<file path="src/rtl/demux_pkg.sv">
`default_nettype none
// ============================================================================
// Module      : demux_pkg
// Description : Shared constants, port index type and select decoder for
//               the 1-to-4 handshake demultiplexer.
// Revision    : 1.0 - initial release
// ============================================================================
package demux_pkg;

   localparam int NUM_PORTS = 4;
   localparam int SEL_W     = 2;

   typedef logic [SEL_W-1:0] port_idx_t;

   // One-hot decode of a destination port index.
   function automatic logic [NUM_PORTS-1:0] port_decode(input port_idx_t idx);
      logic [NUM_PORTS-1:0] onehot;
      onehot      = '0;
      onehot[idx] = 1'b1;
      return onehot;
   endfunction

endpackage
`default_nettype wire

</file>
<file path="src/rtl/demux4_if.sv">
`default_nettype none
// ============================================================================
// Module      : demux4_if
// Description : Producer stream plus four consumer channels of the demux.
//               The slave modport is the demultiplexer's view; the master
//               modport is the surrounding producer/consumer view.
// Revision    : 1.0 - initial release
// ============================================================================
interface demux4_if #(
   parameter int WIDTH = 8
);
   import demux_pkg::*;

   logic [WIDTH-1:0]     din;
   port_idx_t            select;
   logic                 in_valid;
   logic                 in_ready;
   logic [WIDTH-1:0]     dout1;
   logic [WIDTH-1:0]     dout2;
   logic [WIDTH-1:0]     dout3;
   logic [WIDTH-1:0]     dout4;
   logic [NUM_PORTS-1:0] out_valid;
   logic [NUM_PORTS-1:0] out_ready;
   logic                 busy;

   modport slave (
      input  din, select, in_valid, out_ready,
      output in_ready, dout1, dout2, dout3, dout4, out_valid, busy
   );

   modport master (
      output din, select, in_valid, out_ready,
      input  in_ready, dout1, dout2, dout3, dout4, out_valid, busy
   );

endinterface
`default_nettype wire

</file>
<file path="src/rtl/demux_slot.sv">
`default_nettype none
// ============================================================================
// Module      : demux_slot
// Description : One-entry holding register for a single output channel.
//               A load always wins, so a same-cycle drain and fill replaces
//               the word without a bubble. A drain alone only clears valid;
//               the data register keeps its last value.
// Revision    : 1.0 - initial release
// ============================================================================
module demux_slot #(
   parameter int WIDTH = 8
) (
   input  logic             clk,
   input  logic             rst_n,
   input  logic             load,
   input  logic [WIDTH-1:0] d,
   input  logic             ready,
   output logic             valid,
   output logic [WIDTH-1:0] q
);

   logic             valid_d, valid_q;
   logic [WIDTH-1:0] data_d,  data_q;

   // Next-state: fill has priority over drain; hold otherwise.
   always_comb begin
      valid_d = valid_q;
      data_d  = data_q;
      if (load) begin
         valid_d = 1'b1;
         data_d  = d;
      end else if (valid_q && ready) begin
         valid_d = 1'b0;
      end
   end

   // Slot registers, cleared immediately by the asynchronous reset.
   always_ff @(posedge clk or negedge rst_n) begin
      if (!rst_n) begin
         valid_q <= 1'b0;
         data_q  <= '0;
      end else begin
         valid_q <= valid_d;
         data_q  <= data_d;
      end
   end

   assign valid = valid_q;
   assign q     = data_q;

endmodule
`default_nettype wire

</file>
<file path="src/rtl/demux4.sv">
`default_nettype none
// ============================================================================
// Module      : demux4
// Description : Registered 1-to-4 demultiplexer with valid/ready handshake.
//               Each output has its own one-entry slot, so a stalled
//               consumer only back-pressures words addressed to it.
// Revision    : 1.0 - initial release
// ============================================================================
module demux4
   import demux_pkg::*;
#(
   parameter int WIDTH = 8
) (
   input  logic     clk,
   input  logic     rst_n,
   demux4_if.slave  bus
);

   logic [NUM_PORTS-1:0] sel_dec;
   logic [NUM_PORTS-1:0] load;
   logic [NUM_PORTS-1:0] slot_valid;
   logic [WIDTH-1:0]     slot_q [NUM_PORTS];
   logic                 in_ready;

   // Target slot can take a word when empty or draining this cycle; load is
   // gated by in_valid so an idle select/din never reaches a slot.
   always_comb begin
      sel_dec  = port_decode(bus.select);
      in_ready = !slot_valid[bus.select] || bus.out_ready[bus.select];
      load     = {NUM_PORTS{bus.in_valid && in_ready}} & sel_dec;
   end

   generate
      for (genvar i = 0; i < NUM_PORTS; i++) begin : g_slot
         demux_slot #(
            .WIDTH (WIDTH)
         ) u_slot (
            .clk   (clk),
            .rst_n (rst_n),
            .load  (load[i]),
            .d     (bus.din),
            .ready (bus.out_ready[i]),
            .valid (slot_valid[i]),
            .q     (slot_q[i])
         );
      end
   endgenerate

   assign bus.in_ready  = in_ready;
   assign bus.out_valid = slot_valid;
   assign bus.busy      = |slot_valid;
   assign bus.dout1     = slot_q[0];
   assign bus.dout2     = slot_q[1];
   assign bus.dout3     = slot_q[2];
   assign bus.dout4     = slot_q[3];

endmodule
`default_nettype wire

</file>
<file path="src/flat_wrapper.sv">
// flat-port wrapper written by rule: the top's interface ports become plain ports
module demux4_flat import demux_pkg::*;
#(
   parameter int WIDTH = 8
)
  (clk, rst_n, bus_din, bus_select, bus_in_valid, bus_out_ready, bus_in_ready, bus_dout1, bus_dout2, bus_dout3, bus_dout4, bus_out_valid, bus_busy);
  demux4_if #(.WIDTH(WIDTH)) bus_i ();
  input  logic clk;
  input  logic rst_n;
  input wire logic [$bits(bus_i.din)-1:0] bus_din;
  input wire logic [$bits(bus_i.select)-1:0] bus_select;
  input wire logic [$bits(bus_i.in_valid)-1:0] bus_in_valid;
  input wire logic [$bits(bus_i.out_ready)-1:0] bus_out_ready;
  output wire logic [$bits(bus_i.in_ready)-1:0] bus_in_ready;
  output wire logic [$bits(bus_i.dout1)-1:0] bus_dout1;
  output wire logic [$bits(bus_i.dout2)-1:0] bus_dout2;
  output wire logic [$bits(bus_i.dout3)-1:0] bus_dout3;
  output wire logic [$bits(bus_i.dout4)-1:0] bus_dout4;
  output wire logic [$bits(bus_i.out_valid)-1:0] bus_out_valid;
  output wire logic [$bits(bus_i.busy)-1:0] bus_busy;
  assign bus_i.din = bus_din;
  assign bus_i.select = bus_select;
  assign bus_i.in_valid = bus_in_valid;
  assign bus_i.out_ready = bus_out_ready;
  assign bus_in_ready = bus_i.in_ready;
  assign bus_dout1 = bus_i.dout1;
  assign bus_dout2 = bus_i.dout2;
  assign bus_dout3 = bus_i.dout3;
  assign bus_dout4 = bus_i.dout4;
  assign bus_out_valid = bus_i.out_valid;
  assign bus_busy = bus_i.busy;
  demux4 #(.WIDTH(WIDTH)) u_core (.clk(clk), .rst_n(rst_n), .bus(bus_i));
endmodule
</file>
<file path="config.mk">
export PLATFORM = sky130hd
export DESIGN_NAME = demux4_flat
export DESIGN_NICKNAME = d
export VERILOG_FILES = /design/src/rtl/demux_pkg.sv /design/src/rtl/demux4_if.sv /design/src/rtl/demux_slot.sv /design/src/rtl/demux4.sv /design/src/flat_wrapper.sv
export SDC_FILE = /design/constraint.sdc
export NUM_CORES = 1
export LEC_CHECK = 0
export ABC_AREA = 1
export CAP_MARGIN = 0
export CORE_ASPECT_RATIO = 0.9
export CORE_MARGIN = 4
export CORE_UTILIZATION = 44
export CTS_CLUSTER_SIZE = 20
export DETAILED_ROUTE_END_ITERATION = 8
export PLACE_DENSITY_LB_ADDON = 0.05
export RECOVER_POWER = 25
export SYNTH_ARGS = -nofsm -noshare
export SYNTH_HDL_FRONTEND = slang
export SYNTH_HIERARCHICAL = 1
export SYNTH_SLANG_ARGS = --single-unit
</file>
<file path="constraint.sdc">
create_clock -name clk -period 1.5 [get_ports clk]
set_input_delay 0.3 -clock clk [delete_from_list [all_inputs] [get_ports clk]]
set_output_delay 0.3 -clock clk [all_outputs]
set_load 0.005 [all_outputs]
</file>
After elaboration in Yosys (flattened, before gate mapping)
Cells that the tools add are included.
- $lt $le $gt $ge: 2
- multiplexer cells: 14
- bitwise logic cells: 1
- reductions and logical operators: 13
- operators by type and width (cell ; number):
    1-bit 2-to-1 mux ; 11
    2-bit nonzero test ; 4
    1-bit logical AND ; 6
    4-bit bitwise AND ; 1
    1-bit binary-select mux with 2-bit select ; 2
    4-bit OR reduction ; 1
    2-bit by 3-bit less-than comparator with 1-bit output, second input constant ; 1
    1-bit demux with 2-bit select ; 1
    2-bit by 1-bit greater-or-equal comparator with 1-bit output, second input constant ; 1
    1-bit logical NOT ; 1
    1-bit logical OR ; 1
- register bits: 36
- bits of input ports: 17
- output and inout port bits: 38
- word-level logic and storage cells: 38

Logic depth before layout (Yosys ltp)
- depth after elaboration: 7
- depth in mapped cells: 13
- depth with buffers taken out: 11

Cells and area by module
Netlist, hierarchy kept.
- by module, submodules not included (module ; times used ; cells each ; area an instance (um^2) ; seq. area each (um^2)):
    demux_slot ; 4 ; 38 ; 341.6 ; 225.2
    demux4 ; 1 ; 33 ; 145.1 ; 0.0

Worst setup path after synthesis
OpenSTA, ideal clock, no wires.
- kind: input-to-reg
- start point: in bus_select[0]
- end point: reg u_core.g_slot[0].u_slot.data_q[0]
- library setup time: 116 ps
- arrival time: 1181 ps
- required time: 1384 ps
- path slack: 202 ps
- stages on the path: 12
- buffers on the path: 2
- path through: buf_6 -> nor2_2 -> nand2_1 -> nand2_1 -> nor2_2 -> nand2_2 -> nand2_2 -> nor2_1 -> buf_6 -> inv_2 -> nand2_1 -> nand2_1
- longest elaborated chain between the ends: 6
- elaborated cells between the ends (all ways): 13
- classes of those cells: order compare (2); mux (6); bitwise (1); reduce/logical (4)
- RTL lines (element ; line ; source):
    start: declaration ; flat_wrapper.sv:11 ; input wire logic [$bits(bus_i.select)-1:0] bus_select;
    1-bit binary-select mux with 2-bit select ; demux4.sv:29 ; in_ready = !slot_valid[bus.select] || bus.out_ready[bus.select];
    1-bit 2-to-1 mux (implied by the code) ; demux4.sv:29 ;
    1-bit logical NOT ; demux4.sv:29 ;
    1-bit logical OR (*) ; demux4.sv:29 ;
    net bus_in_ready ; flat_wrapper.sv:14 ; output wire logic [$bits(bus_i.in_ready)-1:0] bus_in_ready;
    1-bit logical AND (*) ; demux4.sv:30 ; load = {NUM_PORTS{bus.in_valid && in_ready}} & sel_dec;
    4-bit bitwise AND (*) ; demux4.sv:30 ;
    net u_core.load[0] ; demux4.sv:20 ; logic [NUM_PORTS-1:0] load;
    end signal: assignment ; demux_slot.sv:44 ; data_q <= data_d;
    end: declaration ; demux_slot.sv:23 ; logic [WIDTH-1:0] data_d, data_q;
The timed path passes the listed nets; every way through them passes the cells marked *. The select of a mux whose other input is x is not followed.
A chain may end at the register's enable or synchronous reset.

Worst setup path after layout
- start point: in bus_out_ready[2]
- end point: out bus_in_ready
- longest elaborated chain between the ends: 3
- RTL lines (element ; line ; source):
    start: declaration ; flat_wrapper.sv:13 ; input wire logic [$bits(bus_i.out_ready)-1:0] bus_out_ready;
    1-bit binary-select mux with 2-bit select ; demux4.sv:29 ;
    1-bit 2-to-1 mux (implied by the code) ; demux4.sv:29 ;
    1-bit logical OR ; demux4.sv:29 ;
    end: declaration ; flat_wrapper.sv:14 ;
No other way between the ends. The select of a mux whose other input is x is not followed.

==> flow_metrics.py <==
metrics = {
    "floorplanning": {
        "start_util_pct": 47.4,
        "die_y_um": 63.6,
        "die_w_um": 69.8,
        "core_area_mm2": 0.00319,
        "fp-row-count": 19,
        "die_area_mm2": 0.00444,
        "ios": 55,
    },
    "clock_network": {
        "cts_max_path_buffers": 2,
        "cts.reportedPaths.clkPinSlew_ps": 60,
        "cts_buffers": 5,
        "cts_root_buf": "clkbuf_8",
        "clkSinkCount": 36,
        "clock_latency_ps": 280,
        "cts_tree": "built",
        "h-tree-depth": 2,
    },
    "power_and_ir_drop": {
        "p_per_area_mw_per_mm2": 1170,
        "irDropWorstVdd_uv": 777,
        "p_leak_nw": 1.26,
    },
    "sta": {
        "hold_viol": 0,
        "period_share_pct": 100,
        "worst_slew_pin_slew_ps": 855,
        "finalWorstSetupSlack_ps": -0.439,
        "fin_worst_skew_ps": 2.91,
        "grt_setup_unrepaired": "true",
        "max_freq_mhz": 666,
        "setup-violations-final": 1,
        "maxSlewViolCount": 0,
        "holdWs_ps": 452,
        "period_needed_ps": 1500,
        "slew_headroom_pct": 43.0,
    },
    "global_routing": {
        "grt_pass1_vias": 1484,
        "track_usage_pct": 20.1,
        "antenna_found_initial": 0,
        "overflow": 0,
        "grt_max_degree": 37,
        "grt_pass1_wl_um": 6930,
    },
    "synth": {
        "synth_nets": 202,
        "netlist_instances": 185,
        "synth_warnings": 6,
        "ys_seq_elements": 36,
        "yosysSeqAreaShare_pct": 59.6,
        "syn_area_mm2": 0.00151,
        "synthDistinctLibCells": 9,
        "syn_avg_cell_area_um2": 8.17,
    },
    "critical_path": {
        "cp.arrival_ps": 1200,
        "crit_path_end_kind": "output pin",
        "worstSetupPathType": "input port to output pin",
        "start_kind": "input port",
        "cp_max_fo": 2,
        "cp.required_ps": 1200,
    },
    "finish": {
        "final_cells": 300,
        "design_area_mm2": 0.00229,
        "nets": 274,
        "fillers": 258,
        "final_cell_mix": "nand2_1, clkdlybuf4s50_1, dfrtp_1",
        "syn_to_final_growth_pct": 51.7,
        "final_common_cell": "nand2_1",
        "num_antenna_cells": 0,
        "drive_gt1_share_pct": 17.1,
    },
    "drt": {
        "post_drt_via_cell_ratio": 4.75,
        "drt_first_iter_violations": 113,
        "post_drt_wl_per_cell_um": 14.0,
        "route.detailed.drc": 0,
        "finalWirelength_um": 4200,
        "ant_nets": 0,
        "dr.pass1.iters": 4,
        "vias": 1425,
    },
    "place": {
        "dp.cells": 288,
        "dpl.hpwl_um": 3080,
        "place_area_mm2": 0.00215,
        "gp_congestion": 0.813,
        "port_buffers": 54,
    },
    "outcome": {
        "violations": "negative setup slack",
        "outcome": "finished with violations",
    },
    "flow_run": {
        "maxCapViolations": 0,
    },
    "min_path": {
        "hold_path.class": "input port to register",
    },
}
[power breakdown]
| part | switching [mW] | internal (mW) |
|---|---|---|
| Clock | 0.319 | 0.374 |
| Sequential | 0.101 | 1.15 |
| Combinational | 0.304 | 0.442 |
| Total | 0.725 | 1.96 |
[routing by layer]
metal | vias to the layer above | global-route usage [%] | wire, µm
met5 | - | 0 | 0
li1 | 690 | - | -
met1 | 668 | 24.4 | 1700
met2 | 61 | 33.3 | 2110
met4 | 0 | 5.98 | 55
met3 | 6 | 7.63 | 332
[path summary, 6_finish.rpt]
kind | to | from | depth (start not counted) | slack, ps
max in group asynchronous | u_core/g_slot[3].u_slot/valid | rst_n | 2 | 300
max | bus_in_ready | bus_out_ready[2] | 6 | -0.4
min | u_core/g_slot[3].u_slot/valid | bus_out_ready[3] | 4 | 450
min reg2reg | u_core/g_slot[2].u_slot/q[7] | u_core/g_slot[2].u_slot/q[7] | 2 | 470
min in group asynchronous | u_core/g_slot[1].u_slot/valid | rst_n | 2 | 670
max reg2reg | u_core/g_slot[0].u_slot/q[2] | u_core/g_slot[1].u_slot/valid | 11 | 30
[synth_stat cells (all sizes together)]
cell   number  area, µm²
nand2     122        463
dfrtp      36        901
inv        11       41.3
nor2        8       35.0
buf         5       56.3
nand3       3       15.0
[state kept, by name, summed over array words and instances, names as in the netlist]
register / count
u_core/g_slot.u_slot/q: 32
u_core/g_slot.u_slot/valid: 4
[kinds of logic (layout without fill, tap and decap cells)]
kind of cell	count (synthesis)	after routing	share of synthesized area, %
buffers and inverters	16	89	6.46
flip-flops	36	36	59.6
AND/OR/NAND/NOR	133	133	33.9
[worst max-delay path, cell delays in order]
cell and delay, ps:
clkdlybuf4s50_1 420, nand3_1 100, nand2_1 70, nor2_2 120, nand2_2 70, buf_2 120
[metrics by stage]
stage          power [mW]  TNS, ps  utilization (%)  worst slack (ps)
3_3_place_gp         1.97   -14380             67.5              -577
4_1_cts              2.70    -9.44             71.1             -9.44
2_1_floorplan        1.47        0                -               202
5_1_grt              2.85     -734             72.0             -55.1
3_5_place_dp         2.00   -19160             67.5              -677
6_report             2.69   -0.439             72.0            -0.439
[area by class of cell]
cell class	instances	area, µm²	share of cell area (%)
well taps	42	52.6	2.29
flip-flops and latches	36	901	39.3
inverters	11	41.3	1.80
repair buffers	70	657	28.7
clock buffers	8	90.1	3.93
multi-input cells	133	551	24.0
[repair_timing]
| action | CTS | global route |
|---|---|---|
| hold buffers | 0 | 0 |
| gates resized for setup | 20 | 13 |
| setup buffers | 3 | 1 |
| pin swaps | 3 | 2 |
| cloned | 0 | 0 |
| setup endpoints to repair | 42 | 36 |
Note: power is estimated with default switching activity, not from simulation.
==> RTL change, RTL diff (config.mk and constraints unchanged) <==
`WIDTH` is set to 8 in 4 places; all go to 9.
--- a/src/rtl/demux4_if.sv
+++ b/src/rtl/demux4_if.sv
@@ -7,7 +7,7 @@
 // Revision    : 1.0 - initial release
 // ============================================================================
 interface demux4_if #(
-   parameter int WIDTH = 8
+   parameter int WIDTH = 9
 );
    import demux_pkg::*;
 
--- a/src/rtl/demux_slot.sv
+++ b/src/rtl/demux_slot.sv
@@ -8,7 +8,7 @@
 // Revision    : 1.0 - initial release
 // ============================================================================
 module demux_slot #(
-   parameter int WIDTH = 8
+   parameter int WIDTH = 9
 ) (
    input  logic             clk,
    input  logic             rst_n,
--- a/src/rtl/demux4.sv
+++ b/src/rtl/demux4.sv
@@ -9,7 +9,7 @@
 module demux4
    import demux_pkg::*;
 #(
-   parameter int WIDTH = 8
+   parameter int WIDTH = 9
 ) (
    input  logic     clk,
    input  logic     rst_n,
--- a/src/flat_wrapper.sv
+++ b/src/flat_wrapper.sv
@@ -1,7 +1,7 @@
 // flat-port wrapper written by rule: the top's interface ports become plain ports
 module demux4_flat import demux_pkg::*;
 #(
-   parameter int WIDTH = 8
+   parameter int WIDTH = 9
 )
   (clk, rst_n, bus_din, bus_select, bus_in_valid, bus_out_ready, bus_in_ready, bus_dout1, bus_dout2, bus_dout3, bus_dout4, bus_out_valid, bus_busy);
   demux4_if #(.WIDTH(WIDTH)) bus_i ();
Interface: changed (5 resized); port bits go from 55 to 60. The function was not compared with the original's and may differ.
==> RTL change against the unedited design <==
- total power rose by 8.5%
- wire length is 1.8% lower
- critical endpoint is now bus_dout4[0]
- combinational power up 6.6%
- worst setup slack better by 0.043 ns
- synthesized area is 9.6% higher
- non-clock buffer count grew 5
- sequential cell count up 4
- cell area is 8.0% higher
==> RTL change: results (changes against the unedited design) <==
Layout
  – Fin nets: 296 (was 274)
  – Layout cells sized above 1: 13.7% (was 17.1%)
  – Number of flip-flops in the largest register: 36 (was 32)

Setup path
  – Slowest stage delay, CP: 0.51 ns (was 0.42 ns)
  – Worst path arrival time: 1.16 ns (was 1.20 ns)

Placed design
  – Port bufs: 59 (was 54)
  – GP Congestion: 0.762 (was 0.813)
  – Pre-CTS setup slack: -0.629 ns (was -0.677 ns)
  – Post-DP HPWL: 3060 µm (was 3080 µm)
  – Cell Area, Placed: 0.00234 mm² (was 0.00215 mm²)

Route
  – Met1 WL: 1990 µm (was 1700 µm)
  – WL/cell: 12.8 µm (was 14.0 µm)
  – DR iter-0 viols: 88 (was 113)
  – Met2 routed WL: 1760 µm (was 2110 µm)
  – Met3 WL: 333 µm (was 332 µm)
  – DR vias: 1,457 (was 1,425)

Power
  – P_leak: 1.36 nW (was 1.26 nW)
  – VDD IR max: 0.811 mV (was 0.777 mV)

Clock tree
  – Insertion delay of the later-clocked pin in the worst-skew pair: 0.28 ns (about the same)
  – Clk slew on worst S/H paths: ~0.070 ns

Global routing
  – Overall Global Routing Usage: 18.6% (was 20.1%)
  – Number of antenna violations at the first check in global routing: 0 (unchanged)
  – First-pass GRT wire length: 6820 µm (was 6930 µm)
  – Largest net degree at the start of global routing: 22 (was 37)

Status
  – Status: complete, no violations (was finished with violations)

Logic synthesis
  – Sequential share of the synthesized area: 60.4% (was 59.6%)
  – Post-synth top cells: nand2_1 (132), dfrtp_1 (40), inv_2 (6), nor2_1 (6) (was nand2_1 (120), dfrtp_1 (36), inv_2 (6), nor2_1 (6))
  – Syn nets: 219 (was 202)
  – Top post-synthesis cells by area: dfrtp_1 (60%), nand2_1 (30%), buf_6 (3.4%) (was dfrtp_1 (60%), nand2_1 (30%), buf_6 (3.7%))

STA
  – Worst Skew: 0.00388 ns (was 0.00291 ns)
  – Worst relative slew slack: 65.3% (was 43.0%)
## RTL change: cell families after synthesis
logic type / Yosys count / synth area share, %
buffers and inverters: 16 / 5.89
DFF: 40 / 60.4
and+or+nand+nor: 145 / 33.7
## RTL change: cell type report
type	count	area (µm²)
Inverter	11	41.3
Sequential cell	40	1000
Multi-Input combinational cell	145	566
Timing Repair Buffer	75	716
Tap cell	44	55.1
Fill cell	282	1030
Clock buffer	7	96.3
## RTL change: power by group
group,total [mW],internal (mW),switching [mW]
combinational,0.795,0.482,0.313
clock,0.740,0.409,0.331
sequential,1.38,1.28,0.107
total,2.92,2.17,0.751
## RTL change: per-stage QoR
stage               util, %  instances
floorplan                 -        201
global placement       66.9        311
detailed placement     66.9        311
CTS                    69.8        319
global route           70.6        322
finish                 70.6        322
## RTL change: what timing repair did
action,4_1_cts,5_1_grt
buffers inserted,0,3
endpoints found under the setup margin,46,44
pin swaps,3,0
gates resized for setup,19,14
hold buffers,1,0
endpoints found under the hold margin,5,0
## RTL change: worst min-delay path, cell delays in order
cell           delay (ns)
dlygate4sd2_1        0.21
inv_1                0.04
nand2_1              0.05
nand2_1              0.04
## RTL change: path summary, 6_finish.rpt
path,startpoint,end,slack (ns),depth (start not counted)
worst min-delay path,bus_out_ready[0],u_core/g_slot[0].u_slot/valid$_DFFE_PN0P_,0.40,4
worst min register to register,u_core/g_slot[0].u_slot/q[2]$_DFFE_PN0P_,u_core/g_slot[0].u_slot/q[2]$_DFFE_PN0P_,0.47,2
worst max-delay path,u_core/g_slot[3].u_slot/q[0]$_DFFE_PN0P_,bus_dout4[0],0.04,1
min in group asynchronous,rst_n,u_core/g_slot[1].u_slot/q[4]$_DFFE_PN0P_,0.43,2
max in group asynchronous,rst_n,u_core/g_slot[0].u_slot/q[7]$_DFFE_PN0P_,0.25,3
worst max register to register,u_core/g_slot[0].u_slot/valid$_DFFE_PN0P_,u_core/g_slot[0].u_slot/q[7]$_DFFE_PN0P_,0.06,11
## RTL change: per-layer routing
layer | vias to the layer above | global-route usage [%]
li1 | 749 | -
met1 | 655 | 26.6
met2 | 48 | 27.4
met3 | 5 | 6.08
met4 | 0 | 4.15
met5 | - | 0
